--- config.mk ---
export PLATFORM = sky130hd
export DESIGN_NAME = be_core
export DESIGN_NICKNAME = d
export VERILOG_FILES = /design/src/rtl/be_core_pkg.sv /design/src/rtl/be_core_alu.sv /design/src/rtl/be_core.sv
export SDC_FILE = /design/constraint.sdc
export NUM_CORES = 1
export LEC_CHECK = 0
export CAP_MARGIN = 20
export CORE_ASPECT_RATIO = 1.5
export CORE_MARGIN = 2
export CORE_UTILIZATION = 50
export DETAILED_ROUTE_END_ITERATION = 7
export DONT_BUFFER_PORTS = 1
export PLACE_DENSITY_LB_ADDON = 0.15
export SYNTH_ARGS = -nofsm -noshare
export SYNTH_HDL_FRONTEND = slang
export SYNTH_SLANG_ARGS = --single-unit
--- constraint.sdc ---
create_clock -name clk -period 4.9 [get_ports clk]
set_clock_uncertainty 0.05 [all_clocks]
set_input_delay 0.98 -clock clk [delete_from_list [all_inputs] [get_ports clk]]
set_output_delay 0.98 -clock clk [all_outputs]
set_load 0.01 [all_outputs]
--- src/rtl/be_core_pkg.sv ---
// Shared definitions for the be_core accumulator processor: opcodes, FSM states
// and the operand-length decode helper.
package be_core_pkg;

    localparam logic [2:0] OP_ADD = 3'd0;
    localparam logic [2:0] OP_XCH = 3'd1;
    localparam logic [2:0] OP_LDA = 3'd2;
    localparam logic [2:0] OP_STA = 3'd3;
    localparam logic [2:0] OP_JMP = 3'd4;
    localparam logic [2:0] OP_SUB = 3'd5;
    localparam logic [2:0] OP_JC  = 3'd6;
    localparam logic [2:0] OP_HLT = 3'd7;

    typedef enum logic [2:0] {
        S_FETCH,
        S_EXEC,
        S_OPND,
        S_LOAD,
        S_STORE,
        S_HALT
    } state_t;

    function automatic logic op_has_operand(input logic [2:0] op);
        return (op == OP_LDA) || (op == OP_STA) || (op == OP_JMP) || (op == OP_JC);
    endfunction

endpackage

--- src/rtl/be_core_alu.sv ---
// Combinational ADD / XCH / SUB unit for be_core. Opcodes it does not handle pass A/B/C through.
// SUB exists only when BE_CORE_SUB_EN is defined; otherwise opcode 5 falls through as a NOP.
module be_core_alu
    import be_core_pkg::*;
#(
    parameter int DW = 8
) (
    input  logic [2:0]    i_op,
    input  logic [DW-1:0] i_a,
    input  logic [DW-1:0] i_b,
    input  logic          i_c,
    output logic [DW-1:0] o_a,
    output logic [DW-1:0] o_b,
    output logic          o_c
);

    logic [DW:0] w_sum;
    assign w_sum = {1'b0, i_a} + {1'b0, i_b} + (DW+1)'(i_c);

`ifdef BE_CORE_SUB_EN
    // Top bit of the widened difference is the borrow out.
    logic [DW:0] w_diff;
    assign w_diff = {1'b0, i_a} - {1'b0, i_b} - (DW+1)'(i_c);
`endif

    always_comb begin
        o_a = i_a;
        o_b = i_b;
        o_c = i_c;
        case (i_op)
            OP_ADD: {o_c, o_a} = w_sum;
            OP_XCH: begin
                o_a = i_b;
                o_b = i_a;
            end
`ifdef BE_CORE_SUB_EN
            OP_SUB: {o_c, o_a} = w_diff;
`endif
            default: ;
        endcase
    end

endmodule

--- src/rtl/be_core.sv ---
// Parametrised accumulator core with a ready-stalled single-port memory bus.
// Define BE_CORE_SUB_EN to enable SUB on opcode 5 (otherwise a one-word NOP).
module be_core
    import be_core_pkg::*;
#(
    parameter int             DW       = 8,
    parameter int             AW       = 8,
    parameter logic [AW-1:0]  RESET_PC = AW'('hF0)
) (
    input  logic          clk,
    input  logic          rst,
    input  logic [DW-1:0] data_in,
    output logic [DW-1:0] data_out,
    output logic [AW-1:0] addr,
    output logic          req,
    output logic          rw,
    input  logic          ready,
    output logic          halt
);

    state_t        r_state, w_next;
    logic [AW-1:0] r_pc, r_ar;
    // Only the opcode field of the instruction word is kept; upper bits have no effect.
    logic [2:0]    r_ir;
    logic [DW-1:0] r_a, r_b;
    logic          r_c;

    logic [DW-1:0] w_alu_a, w_alu_b;
    logic          w_alu_c;
    logic [AW-1:0] w_opnd, w_pc_inc;
    logic          w_alu_op;

    assign w_opnd   = data_in[AW-1:0];
    assign w_pc_inc = r_pc + AW'(1);
    assign w_alu_op = !op_has_operand(r_ir) && (r_ir != OP_HLT);
    assign data_out = r_a;

    be_core_alu #(.DW(DW)) u_alu (
        .i_op (r_ir),
        .i_a  (r_a),
        .i_b  (r_b),
        .i_c  (r_c),
        .o_a  (w_alu_a),
        .o_b  (w_alu_b),
        .o_c  (w_alu_c)
    );

    always_ff @(posedge clk) begin
        if (rst) r_state <= S_FETCH;
        else     r_state <= w_next;
    end

    always_comb begin
        w_next = r_state;
        case (r_state)
            S_FETCH: if (ready) w_next = S_EXEC;
            S_EXEC: begin
                if (op_has_operand(r_ir)) w_next = S_OPND;
                else if (r_ir == OP_HLT)  w_next = S_HALT;
                else                      w_next = S_FETCH;
            end
            S_OPND: begin
                if (ready) begin
                    if (r_ir == OP_LDA)      w_next = S_LOAD;
                    else if (r_ir == OP_STA) w_next = S_STORE;
                    else                     w_next = S_FETCH;
                end
            end
            S_LOAD, S_STORE: if (ready) w_next = S_FETCH;
            S_HALT:  w_next = S_HALT;
            default: w_next = S_FETCH;
        endcase
    end

    always_comb begin
        addr = r_pc;
        req  = 1'b0;
        rw   = 1'b0;
        halt = 1'b0;
        case (r_state)
            S_FETCH, S_OPND: req = 1'b1;
            S_LOAD: begin
                req  = 1'b1;
                addr = r_ar;
            end
            S_STORE: begin
                req  = 1'b1;
                rw   = 1'b1;
                addr = r_ar;
            end
            S_HALT:  halt = 1'b1;
            default: ;
        endcase
    end

    // Datapath: every update is gated by the state and, on bus states, by ready.
    always_ff @(posedge clk) begin
        if (rst) begin
            r_pc <= RESET_PC;
            r_ar <= '0;
            r_ir <= '0;
            r_a  <= '0;
            r_b  <= '0;
            r_c  <= 1'b0;
        end else begin
            case (r_state)
                S_FETCH: begin
                    if (ready) begin
                        r_ir <= data_in[2:0];
                        r_pc <= w_pc_inc;
                    end
                end
                S_EXEC: begin
                    if (w_alu_op) begin
                        r_a <= w_alu_a;
                        r_b <= w_alu_b;
                        r_c <= w_alu_c;
                    end
                end
                S_OPND: begin
                    if (ready) begin
                        case (r_ir)
                            OP_LDA, OP_STA: begin
                                r_ar <= w_opnd;
                                r_pc <= w_pc_inc;
                            end
                            OP_JMP:  r_pc <= w_opnd;
                            OP_JC:   r_pc <= r_c ? w_opnd : w_pc_inc;
                            default: ;
                        endcase
                    end
                end
                S_LOAD: if (ready) r_a <= data_in;
                default: ;
            endcase
        end
    end

endmodule
# Word level (Yosys, flattened, before mapping)
# Cells that the tools add are included.
totals:
  reg_bits: 39
  word_cells: 69
op_classes:
  addsub: 3
  eq_ne: 19
  muxes: 21
  reduce_logical: 19
ops:
  columns: ["operator", "count"]
  rows:
  - ["2-to-1 mux 8 bit", 6]
  - ["one-hot mux 8 bit (2 select lines)", 3]
  - ["one-hot mux 8 bit (3 select lines)", 1]
  - ["2-to-1 mux 3 bit", 7]
  - ["== test 3 bit (second input constant)", 5]
  - ["one-hot mux 3 bit (5 select lines)", 1]
  - ["== test 3 x 2 -> 1 bit (second input constant)", 4]
  - ["AND reduction 3 bit", 4]
  - ["adder 8 x 8 -> 9 bit", 1]
  - ["adder 9 x 1 -> 9 bit", 1]
  - ["adder 8 x 1 -> 8 bit (second input constant)", 1]
  - ["inequality test 2 bit (second input constant)", 4]
  - ["AND reduction 4 bit", 2]
  - ["== test 3 x 1 -> 1 bit (second input constant)", 2]
  - ["logical NOT 3 bit", 2]
  - ["inequality test 4 x 3 -> 1 bit (second input constant)", 1]
  - ["nonzero test 2 bit", 2]
  - ["OR reduction 2 bit", 2]
  - ["OR reduction 4 bit", 1]
  - ["logical OR 1 bit", 3]
  - ["2-to-1 mux 1 bit", 3]
  - ["inequality test 3 x 1 -> 1 bit (second input constant)", 1]
  - ["inequality test 3 bit (second input constant)", 1]
  - ["inequality test 2 x 1 -> 1 bit (second input constant)", 1]
  - ["other kinds (3)", 3]

# Logic depth before layout (Yosys ltp)
# Gate-level depths: netlist (run 1).
logic_depth:
  word_depth: 8
  mapped_depth: 7

# By module
# A second synthesis (run 1) with hierarchy kept.
hier_totals:
  hier_cells: 303
  hier_area_um2: 2657.5
modules_own_cells:
  columns: ["module", "n_inst", "cells_each", "area_each_um2"]
  rows:
  - ["be_core", 1, 218, 2044.5]
  - ["be_core_alu", 1, 85, 613.1]

# Worst setup path before layout (run 1)
# OpenSTA, ideal clock, no wires.
synth_path:
  kind: "flip-flop to output port"
  start: "register r_state[2]"
  end: "output addr[0]"
  arrival_time_ps: 1423
  setup_slack_ps: 2447
  path_stages_with_launch: 6
  n_path_buf: 1
  path_cell_list: "dfxtp_1 buf_2 inv_1 nor3_1 nor2_1 mux2_2"
synth_between:
  elab_chain_cells: 3
  elab_cells_between_ends: 4
  cone_classes: "eq/ne (2); mux (1); reduce/logical (1)"
synth_rtl:
  columns: ["item", "line", "source"]
  rows:
  - ["start: declaration", "be_core.sv:21", "state_t r_state, w_next;"]
  - ["start signal: assignment", "be_core.sv:50", "else r_state <= w_next;"]
  - ["== test 3 bit or == test 3 x 2 -> 1 bit (tied branches)", "be_core.sv:80", "case (r_state)"]
  - ["OR reduction 2 bit (no source line) *", null, null]
  - ["2-to-1 mux 8 bit *", "be_core.sv:80", null]
  - ["end: declaration", "be_core.sv:14", "output logic [AW-1:0] addr,"]
# Mark *: on every way between the ends. The rest lies on a longest branch, timed or not.

# Worst setup path after layout (run 1)
layout_path:
  start: "register r_state[1]"
  end: "output addr[3]"
# Same word-level chain as after synthesis.

==> impl_summary.log, run 1 <==
INFO  metric status = completed
INFO  metric synth_ff_type = dfxtp_1
INFO  metric power.density = 260 nW/um^2
INFO  metric numClockSinks = 39
INFO  metric start_util = 0.521
INFO  metric post-route-period-util = 0.683
INFO  metric cap_violations = 0
INFO  metric viasPerCell = 5.90
INFO  metric ios = 30
INFO  metric cts_inserted_buffers = 5
INFO  metric finalSetupTns = 0 ns
INFO  metric reg2reg_from = r_state[1]
INFO  metric slew_headroom = 0.294
INFO  metric worstHoldPathType = flop to flop
INFO  metric diodes = 0
INFO  metric critPathLaunchType = flop
INFO  metric core_area = 4540 um^2
INFO  metric final_antenna_net_count = 0
INFO  metric dr.first_iter.drc_count = 107
INFO  metric fmax = 0.299 GHz
INFO  metric fp.dieArea = 5310 um^2
INFO  metric pre_cts_ws = 1.90 ns
INFO  metric ys_top_cells_by_area = dfxtp_1 (33%), mux2i_1 (8.5%), mux2_2 (6.2%)
INFO  metric worst-slew-pin-transition = 1.06 ns
INFO  metric grt_start_max_net_pins = 41
INFO  metric avgSynthCellArea = 8.64 um^2
INFO  metric num-nets-final = 290
INFO  metric global_route_wire_length_before_repair = 8930 um
INFO  metric min_delay_path_depth = 2
INFO  metric tritoncts = built
INFO  metric finish.cell_count_without_fillers = 334
INFO  metric io_buffer_count = 0
INFO  metric post-route-worst-setup-slack = 1.55 ns
INFO  metric worst_setup_path_end_kind = output pin
INFO  metric synthCells = 274
INFO  metric grt_antenna_before_repair = 0
INFO  metric path_clk_slew = 0.08 ns
INFO  metric final_critical_delay_including_setup_and_external_delays = 3.35 ns
INFO  metric setup_viol_count_final = 0
INFO  metric setup.worst_path.class = flop to output pin
INFO  metric synth_top_cell_by_area = dfxtp_1
INFO  metric synth_enable_flop_cells = 0
INFO  metric placed_cells_incl_taps = 326
INFO  metric crit_fanout = 19
INFO  metric leakage_power = 0.00103 uW
INFO  metric critical_path_arrival = 2.32 ns
INFO  metric post-cts-setup-buffers = 0
INFO  metric fin_worst_hold_slack = 0.445 ns
INFO  metric final_max_slew_viol_count = 0
INFO  metric drt-pass1-iter-count = 4
INFO  metric ys_warn_count = 0
INFO  metric drt_wl_total = 5600 um
INFO  metric synth.top_cells.by_count = dfxtp_1 (39), nor2_1 (36), mux2i_1 (20)
INFO  metric place_congestion = 0.896
INFO  metric grt.total_usage = 0.222
INFO  metric hold_path_startpoint = r_ar[6]
INFO  metric hpwl = 3970 um
INFO  metric grt_pass1_vias = 1899
INFO  metric cts-root-to-sink-buffers = 2
INFO  metric core.rowCount = 30
INFO  metric syn_area = 2370 um^2
INFO  metric vias = 1969
INFO  metric report.power.total = 647 uW
INFO  metric async_reset_ff_frac = 0
INFO  metric drt_drc_violations_left = 0
INFO  metric yosys.area.top_type_share = 0.330
INFO  metric die_width = 60.2 um
INFO  metric synthesized_netlist_net_count = 295
INFO  metric route.detailed.wl_per_inst = 16.8 um
INFO  metric post-synth-top-count-cell = dfxtp_1
INFO  metric worst-r2r-setup-slack = 2.37 ns
INFO  metric worstReg2RegEnd = r_pc[3]
INFO  metric ys_types = 49
INFO  metric synth_seq_cells = 39
INFO  metric rsz_0062_raised_after_global_routing = no
INFO  metric area_delta_synth_final = 5.18%
INFO  metric worst-endpoint-required = 3.87 ns
INFO  metric clock-root-buffer = clkbuf_8
INFO  metric floorplan.die.height = 88.3 um
INFO  metric cts-htree-levels = 2
INFO  metric reg2regPathDepth = 5
INFO  metric seq_area_frac_synth = 0.330
INFO  metric clkLatencyLatePin = 0.29 ns
INFO  metric number_of_instances_resized_during_post_cts_repair = 0
INFO  metric finalHoldViolCount = 0
INFO  metric grt_remaining_overflow = 0
INFO  metric max-vdd-ir-drop = 119 uV
INFO  metric post_route_cells_drive_above_1_share = 0.111
INFO  metric cts_hold_repair.buffers = 0
INFO  metric hold_path_end = r_ar[6]
logic make-up (layout without fill, tap and decap cells):
family,after synthesis,in the layout,synth area share
AOI/OAI and AO/OA,69,69,0.189
muxes,36,36,0.166
and+or+nand+nor,96,96,0.205
buffers and inverters,20,16,0.0370
adders and majority gates,10,10,0.0592
xor gates and xnor gates,4,4,0.0148
DFF,39,39,0.330
routing by layer:
metal  global-route usage  part of all wire
met1                0.261              0.45
met2                0.385              0.50
met3               0.0482             0.034
met4               0.0869             0.016
met5                    0                 0
report_power, final:
| group | internal (uW) | switching [uW] |
|---|---|---|
| Clock | 128 | 108 |
| Combinational | 29.7 | 38.3 |
| Sequential | 326 | 15.8 |
metrics by stage:
stage	cell area, um^2	utilization
after CTS	2490	0.548
after global placement	2390	0.526
after global routing	2490	0.548
final	2490	0.548
after detailed placement	2390	0.526
after floorplan	2370	-
critical path, cell delays in order (launching register included):
cell	delay (ns)
dfxtp_1	0.66
nand2_1	0.13
nor2_1	0.50
nor2_1	0.35
mux2_2	0.39
worst max path at each step:
stage          startpoint  endpoint  slack (ns)  cells after the start
5_1_grt        r_state[1]   addr[3]        1.33                      4
6_report       r_state[1]   addr[3]        1.55                      4
3_5_place_dp   r_state[1]   addr[3]        1.90                      4
2_1_floorplan  r_state[2]   addr[0]        2.45                      5
3_3_place_gp   r_state[1]   addr[3]        1.95                      3
4_1_cts        r_state[1]   addr[3]        1.57                      4
area by class of cell:
type,count,area (um^2)
multi-input combinational,215,1500
tap,64,80.1
clock buffer,8,100
fill,452,2050
inverter,8,30.0
sequential,39,781
layout by cell type (no fill, tap or decap), types with 2 or more instances in the layout:
cell,n
nor2_1,36
nand3_1,10
fa_1,2
or3_1,3
nor3_2,2
clkbuf_8,7
mux2_4,3
nand2b_1,5
ha_1,8
nor2b_1,4
o21bai_1,3
a21o_1,3
mux2i_1,20
a211oi_1,9
inv_1,8
a211o_1,2
nand3b_1,5
o211ai_1,2
nor3_1,5
dfxtp_1,39
a311oi_1,2
mux2_2,13
a22oi_1,4
xor2_1,3
a21oi_1,16
o21ai_0,14
nand4_1,2
or3b_2,2
a31oi_1,4
nand2_1,14
o22ai_1,3
and3_1,2
state kept, by name, indices dropped and copies added (netlist names):
register	cells
data_out	8
r_ar	8
r_b	8
r_pc	8
r_ir	3
r_state	3
r_c	1
(Power assumes the default switching activity.)
==> inputs of run 2 (changes only) <==
--- a/config.mk
+++ b/config.mk
@@ -5,6 +5,7 @@
 export SDC_FILE = /design/constraint.sdc
 export NUM_CORES = 1
 export LEC_CHECK = 0
+export ABC_AREA = 1
 export CAP_MARGIN = 20
 export CORE_ASPECT_RATIO = 1.5
 export CORE_MARGIN = 2
==> constraint.sdc (replaced) <==
create_clock -name clk -period 3.2 [get_ports clk]
set_clock_uncertainty 0.05 [all_clocks]
set_input_delay 0.64 -clock clk [delete_from_list [all_inputs] [get_ports clk]]
set_output_delay 0.64 -clock clk [all_outputs]
set_load 0.01 [all_outputs]
==> impl_summary.log, run 2 <==
INFO  metric setup.worst_path.class = flop to output pin
INFO  metric async_reset_ff_frac = 0
INFO  metric die_width = 60.6 um
INFO  metric worst-endpoint-required = 2.51 ns
INFO  metric max-vdd-ir-drop = 275 uV
INFO  metric synth_top_cell_by_area = dfxtp_1
INFO  metric numClockSinks = 39
INFO  metric ys_top_cells_by_area = dfxtp_1 (32%), nand2_1 (14%), o21ai_0 (8.3%)
INFO  metric mostFrequentLayoutCell = nand2_1
INFO  metric synthCells = 372
INFO  metric num-nets-final = 391
INFO  metric switching_power = 358 uW
INFO  metric grt.total_usage = 0.249
INFO  metric yosys.area.top_type_share = 0.325
INFO  metric post-synth-top-count-cell = nand2_1
INFO  metric place_congestion = 0.887
INFO  metric power_frac_clock = 0.366
INFO  metric synth_seq_cells = 39
INFO  metric drt_drc_violations_left = 0
INFO  metric leakage_power = 0.00123 uW
INFO  metric cts_inserted_buffers = 5
INFO  metric grt_met1_usage = 0.292
INFO  metric diodes = 0
INFO  metric final_max_slew_viol_count = 0
INFO  metric critical_path_depth = 6
INFO  metric synth.top_cells.by_count = nand2_1 (89), inv_1 (47), o21ai_0 (40)
INFO  metric final_cell_area = 2550 um^2
INFO  metric status = completed
INFO  metric worst-r2r-setup-slack = 1.08 ns
INFO  metric grt_antenna_before_repair = 0
INFO  metric placedInstanceArea = 2430 um^2
INFO  metric ys_warn_count = 0
INFO  metric seq_area_frac_synth = 0.325
INFO  metric setup_viol_count_final = 0
INFO  metric post_route_cells_drive_above_1_share = 0.0701
INFO  metric power.density = 468 nW/um^2
INFO  metric path_clk_slew = 0.08 ns
INFO  metric finalHoldViolCount = 0
INFO  metric grt_remaining_overflow = 0
INFO  metric number_of_instances_resized_during_post_cts_repair = 0
INFO  metric rsz_0062_raised_after_global_routing = no
INFO  metric vias = 2336
INFO  metric power.internal = 836 uW
INFO  metric cts-htree-levels = 2
INFO  metric area_delta_synth_final = 6.19%
INFO  metric core.rowCount = 30
INFO  metric cp_slowest_stage_delay = 0.37 ns
INFO  metric final_antenna_net_count = 0
INFO  metric crit_buf_inv = 2
INFO  metric final_critical_delay_including_setup_and_external_delays = 2.42 ns
INFO  metric route.detailed.wl_per_inst = 14.3 um
INFO  metric hpwl = 4840 um
INFO  metric synthXorXnorAreaFrac = 0.0109
INFO  metric synth-simple-area-share = 0.293
INFO  metric global_route_wire_length_before_repair = 10000 um
INFO  metric syn_area = 2400 um^2
INFO  metric synthAdderAreaFrac = 0.0583
INFO  metric drt-pass1-iter-count = 5
INFO  metric slew_headroom = 0.382
INFO  metric worst_path_dominant_cell_family = simple AND/OR/NAND/NOR gates
INFO  metric critical_path_arrival = 1.73 ns
INFO  metric sequential_group_share_of_total_power = 0.467
INFO  metric dr.first_iter.drc_count = 131
INFO  metric most-common-layout-cells = nand2_1 (89), inv_1 (47), o21ai_0 (40)
INFO  metric cts_hold_repair.buffers = 0
INFO  metric synth_top_family_by_area = simple AND/OR/NAND/NOR gates
INFO  metric capturing_element_of_the_worst_setup_path = req
INFO  metric grt_start_max_net_pins = 34
INFO  metric combPwrFrac = 0.167
INFO  metric cts-root-to-sink-buffers = 2
INFO  metric worstReg2RegEnd = data_out[1]
INFO  metric synth_ff_type = dfxtp_1
INFO  metric grt_util_met3 = 0.0405
INFO  metric viasPerCell = 5.37
INFO  metric start_util = 0.525
INFO  metric ys_types = 30
INFO  metric avgSynthCellArea = 6.46 um^2
INFO  metric reg2reg_from = r_state[1]
INFO  metric io_buffer_count = 0
INFO  metric post-cts-setup-buffers = 0
INFO  metric worstHoldPathType = input port to flop
INFO  metric critical_path.cell_chain = inv_1 > nor2_1 > nand2_2 > nand2_2 > inv_1 > nand2_1
INFO  metric synth_enable_flop_cells = 0
INFO  metric clock-root-buffer = clkbuf_8
INFO  metric worst-slew-pin-transition = 0.926 ns
INFO  metric grt.busiest_layer = met2
INFO  metric cap_violations = 0
INFO  metric worst_setup_path_startpoint = r_state[0]
INFO  metric min_delay_path_depth = 1
INFO  metric crit_fanout = 15
INFO  metric core_area = 4580 um^2
INFO  metric switching_share = 0.300
INFO  metric synth_mux_area_frac = 0
INFO  metric global_route.usage.met2 = 0.447
INFO  metric synth_compound_gate_area_share = 0.208
INFO  metric post-route-period-util = 0.756
INFO  metric grt_pass1_vias = 2074
INFO  metric clkLatencyLatePin = 0.30 ns
INFO  metric ios = 30
INFO  metric worst_setup_path_end_kind = output pin
INFO  metric drt_wl_total = 6240 um
INFO  metric fmax = 0.414 GHz
INFO  metric worst_path_max_delay_cell = dfxtp_1
INFO  metric finalSetupTns = 0 ns
INFO  metric fp.dieArea = 5390 um^2
INFO  metric floorplan.die.height = 88.9 um
INFO  metric tritoncts = built
INFO  metric critPathLaunchType = flop
INFO  metric reg2regPathDepth = 7
INFO  metric synthesized_netlist_net_count = 393
run 2: cell types whose count changed after synthesis, sizes merged, moves of 5 or more:
cell and change:
a211oi -7, a21oi +20, buf +5, clkbuf -7, inv +44, mux2 -16, mux2i -20, nand2 +79
nand2b -5, nand3 +13, nor2 +7, o211ai +5, o21ai +31
run 2: stage by stage:
stage          cells   util  power (uW)  hold WS [ns]  setup slack (ns)
6_report         435  0.557        1190         0.350             0.782
5_1_grt          435  0.557        1260         0.332             0.660
4_1_cts          435  0.557        1200         0.345             0.780
3_5_place_dp     427  0.532         768         0.424              1.09
3_3_place_gp     427  0.532         765         0.414              1.14
2_1_floorplan    372      -         722         0.393              1.37
run 2: layout make-up:
class	instances	area, um^2
clock buffer	6	82.6
clock inverter	2	35.0
fill	486	2030
inverter	52	195
multi-input combinational	271	1370
sequential	39	781
tap	64	80.1
timing repair buffer	1	7.51
run 2: how the worst min path moves through the flow:
stage / start / end / slack, ns
floorplan: r_b[4] / r_b[4] / 0.39
global placement: r_ar[3] / r_ar[3] / 0.41
detailed placement: r_ar[6] / r_ar[6] / 0.42
CTS: rst / r_state[0] / 0.34
global route: rst / r_state[0] / 0.33
finish: rst / r_state[0] / 0.35
run 2: cells by family (layout without fill, tap and decap cells):
| group | Yosys count | count (layout) |
|---|---|---|
| AOI/OAI and AO/OA | 92 | 92 |
| DFF | 39 | 39 |
| buffers and inverters | 62 | 61 |
| adders and majority gates | 10 | 10 |
| and+or+nand+nor | 166 | 166 |
| xor gates and xnor gates | 3 | 3 |
run 2: power groups by stage:
stage,Clock (uW),Sequential (uW),Combinational (uW)
final,437,558,199
after global routing,464,564,229
after CTS,441,558,199
after detailed placement,0,570,198
after global placement,0,569,196
after floorplan,0,556,167
run 2: layer usage:
| layer | share of wire | wire (um) | up-vias |
|---|---|---|---|
| li1 | - | - | 1207 |
| met1 | 0.41 | 2590 | 1075 |
| met2 | 0.54 | 3350 | 45 |
| met3 | 0.031 | 191 | 9 |
| met4 | 0.019 | 119 | 0 |
| met5 | 0 | 0 | - |
==> inputs of run 3 (changes only) <==
==> constraint.sdc (replaced) <==
create_clock -name clk -period 2.3 [get_ports clk]
set_clock_uncertainty 0.05 [all_clocks]
set_input_delay 0.46 -clock clk [delete_from_list [all_inputs] [get_ports clk]]
set_output_delay 0.46 -clock clk [all_outputs]
set_load 0.01 [all_outputs]
==> impl_summary.log, run 3 (synthesized netlist as in run 2, its figures left out) <==
INFO  metric final_max_slew_viol_count = 0
INFO  metric path_clk_slew = 0.08 ns
INFO  metric cts-root-to-sink-buffers = 2
INFO  metric mostFrequentLayoutCell = nand2_1
INFO  metric placed_cells_incl_taps = 432
INFO  metric worst_setup_path_startpoint = r_state[0]
INFO  metric worstReg2RegEnd = data_out[4]
INFO  metric grt_antenna_before_repair = 0
INFO  metric fill_cells = 491
INFO  metric worst_setup_path_end_kind = output pin
INFO  metric reg2reg_from = data_out[0]
INFO  metric cts_inserted_buffers = 5
INFO  metric number_of_instances_resized_during_post_cts_repair = 0
INFO  metric cts_hold_repair.buffers = 0
INFO  metric final_util = 0.562
INFO  metric diodes = 0
INFO  metric final_cell_area = 2570 um^2
INFO  metric placedInstanceArea = 2480 um^2
INFO  metric drt_wl_total = 6200 um
INFO  metric io_buffer_count = 0
INFO  metric crit_fanout = 15
INFO  metric sequential_group_share_of_total_power = 0.503
INFO  metric most-common-layout-cells = nand2_1 (89), inv_1 (47), o21ai_0 (39)
INFO  metric route.detailed.wl_per_inst = 14.1 um
INFO  metric final_antenna_net_count = 0
INFO  metric clock-root-buffer = clkbuf_8
INFO  metric grt_start_max_net_pins = 21
INFO  metric fmax = 0.475 GHz
INFO  metric switching_power = 503 uW
INFO  metric numClockSinks = 39
INFO  metric fp.dieArea = 5390 um^2
INFO  metric finalHoldViolCount = 0
INFO  metric rsz_0062_raised_after_global_routing = no
INFO  metric core_area = 4580 um^2
INFO  metric pre_cts_ws = 0.325 ns
INFO  metric capturing_element_of_the_worst_setup_path = req
INFO  metric leakage_power = 0.00124 uW
INFO  metric grt_pass1_vias = 2200
INFO  metric die_width = 60.6 um
INFO  metric critPathLaunchType = flop
INFO  metric floorplan.die.height = 88.9 um
INFO  metric ios = 30
INFO  metric place_congestion = 0.880
INFO  metric reg2regPathDepth = 9
INFO  metric cts-htree-levels = 2
INFO  metric power_frac_clock = 0.311
INFO  metric post-route-period-util = 0.915
INFO  metric worst-r2r-setup-slack = 0.34 ns
INFO  metric viasPerCell = 5.22
INFO  metric drt_drc_violations_left = 0
INFO  metric worst-slew-pin-transition = 0.476 ns
INFO  metric core.rowCount = 30
INFO  metric finalSetupTns = 0 ns
INFO  metric critical_path_arrival = 1.59 ns
INFO  metric setup.worst_path.class = flop to output pin
INFO  metric worst-endpoint-required = 1.79 ns
INFO  metric vias = 2298
INFO  metric grt_remaining_overflow = 0
INFO  metric cap_violations = 0
INFO  metric status = completed
INFO  metric setup_viol_count_final = 0
INFO  metric final_critical_delay_including_setup_and_external_delays = 2.10 ns
INFO  metric post_route_cells_drive_above_1_share = 0.0851
INFO  metric post-route-worst-setup-slack = 0.195 ns
INFO  metric slew_headroom = 0.680
INFO  metric combPwrFrac = 0.186
INFO  metric power.internal = 1030 uW
INFO  metric grt.total_usage = 0.255
INFO  metric max-vdd-ir-drop = 357 uV
INFO  metric start_util = 0.525
INFO  metric area_delta_synth_final = 7.13%
INFO  metric worstHoldPathType = input port to flop
INFO  metric min_delay_path_depth = 1
INFO  metric num-nets-final = 396
INFO  metric global_route_wire_length_before_repair = 10200 um
INFO  metric finish.cell_count_without_fillers = 440
INFO  metric power.density = 596 nW/um^2
INFO  metric switching_share = 0.328
INFO  metric post-cts-setup-buffers = 0
INFO  metric clkLatencyLatePin = 0.30 ns
INFO  metric hpwl = 4670 um
INFO  metric tritoncts = built
INFO  metric drt-pass1-iter-count = 4
INFO  metric dr.first_iter.drc_count = 116
## run 3: per-layer routing
metal	vias to the layer above	GRT usage	part of all wire
met5	-	0	0
met3	10	0.0420	0.034
met2	39	0.482	0.53
li1	1209	-	-
met4	0	0.0909	0.024
met1	1040	0.277	0.41
## run 3: metrics by stage
step	total power, uW	hold slack [ns]
after floorplan	1000	0.393
after global placement	1070	0.416
after detailed placement	1070	0.422
after CTS	1540	0.167
after global routing	1620	0.156
final	1530	0.163
## run 3: how the worst min path moves through the flow
stage	startpoint	end	slack, ns
after floorplan	r_b[4]	r_b[4]	0.39
after global placement	r_b[4]	r_b[4]	0.42
after detailed placement	r_ar[6]	r_ar[6]	0.42
after CTS	rst	r_state[0]	0.17
after global routing	rst	r_state[1]	0.16
final	rst	r_state[1]	0.16
## run 3: final cells by class
cell class              instances  area [um^2]  area share
well taps                      64         80.1      0.0311
clock inverters                 3         20.0     0.00777
multi-input cells             271         1370       0.533
clock buffers                   5         68.8      0.0267
repair buffers                  6         57.6      0.0224
flip-flops and latches         39          782       0.304
inverters                      52          195      0.0758
## run 3: power by group through the flow
stage	Clock, uW	Sequential, uW	Combinational, uW
2_1_floorplan	0	773	232
3_3_place_gp	0	787	280
3_5_place_dp	0	788	284
4_1_cts	483	772	286
5_1_grt	514	781	331
6_report	477	772	286
## run 3: critical path, cell delays in order (launching register included)
cell and delay (ns):
dfxtp_1 0.38, inv_1 0.07, nor2_1 0.18, nand2_2 0.09, nand2_2 0.24, inv_1 0.16, nand2_1 0.19
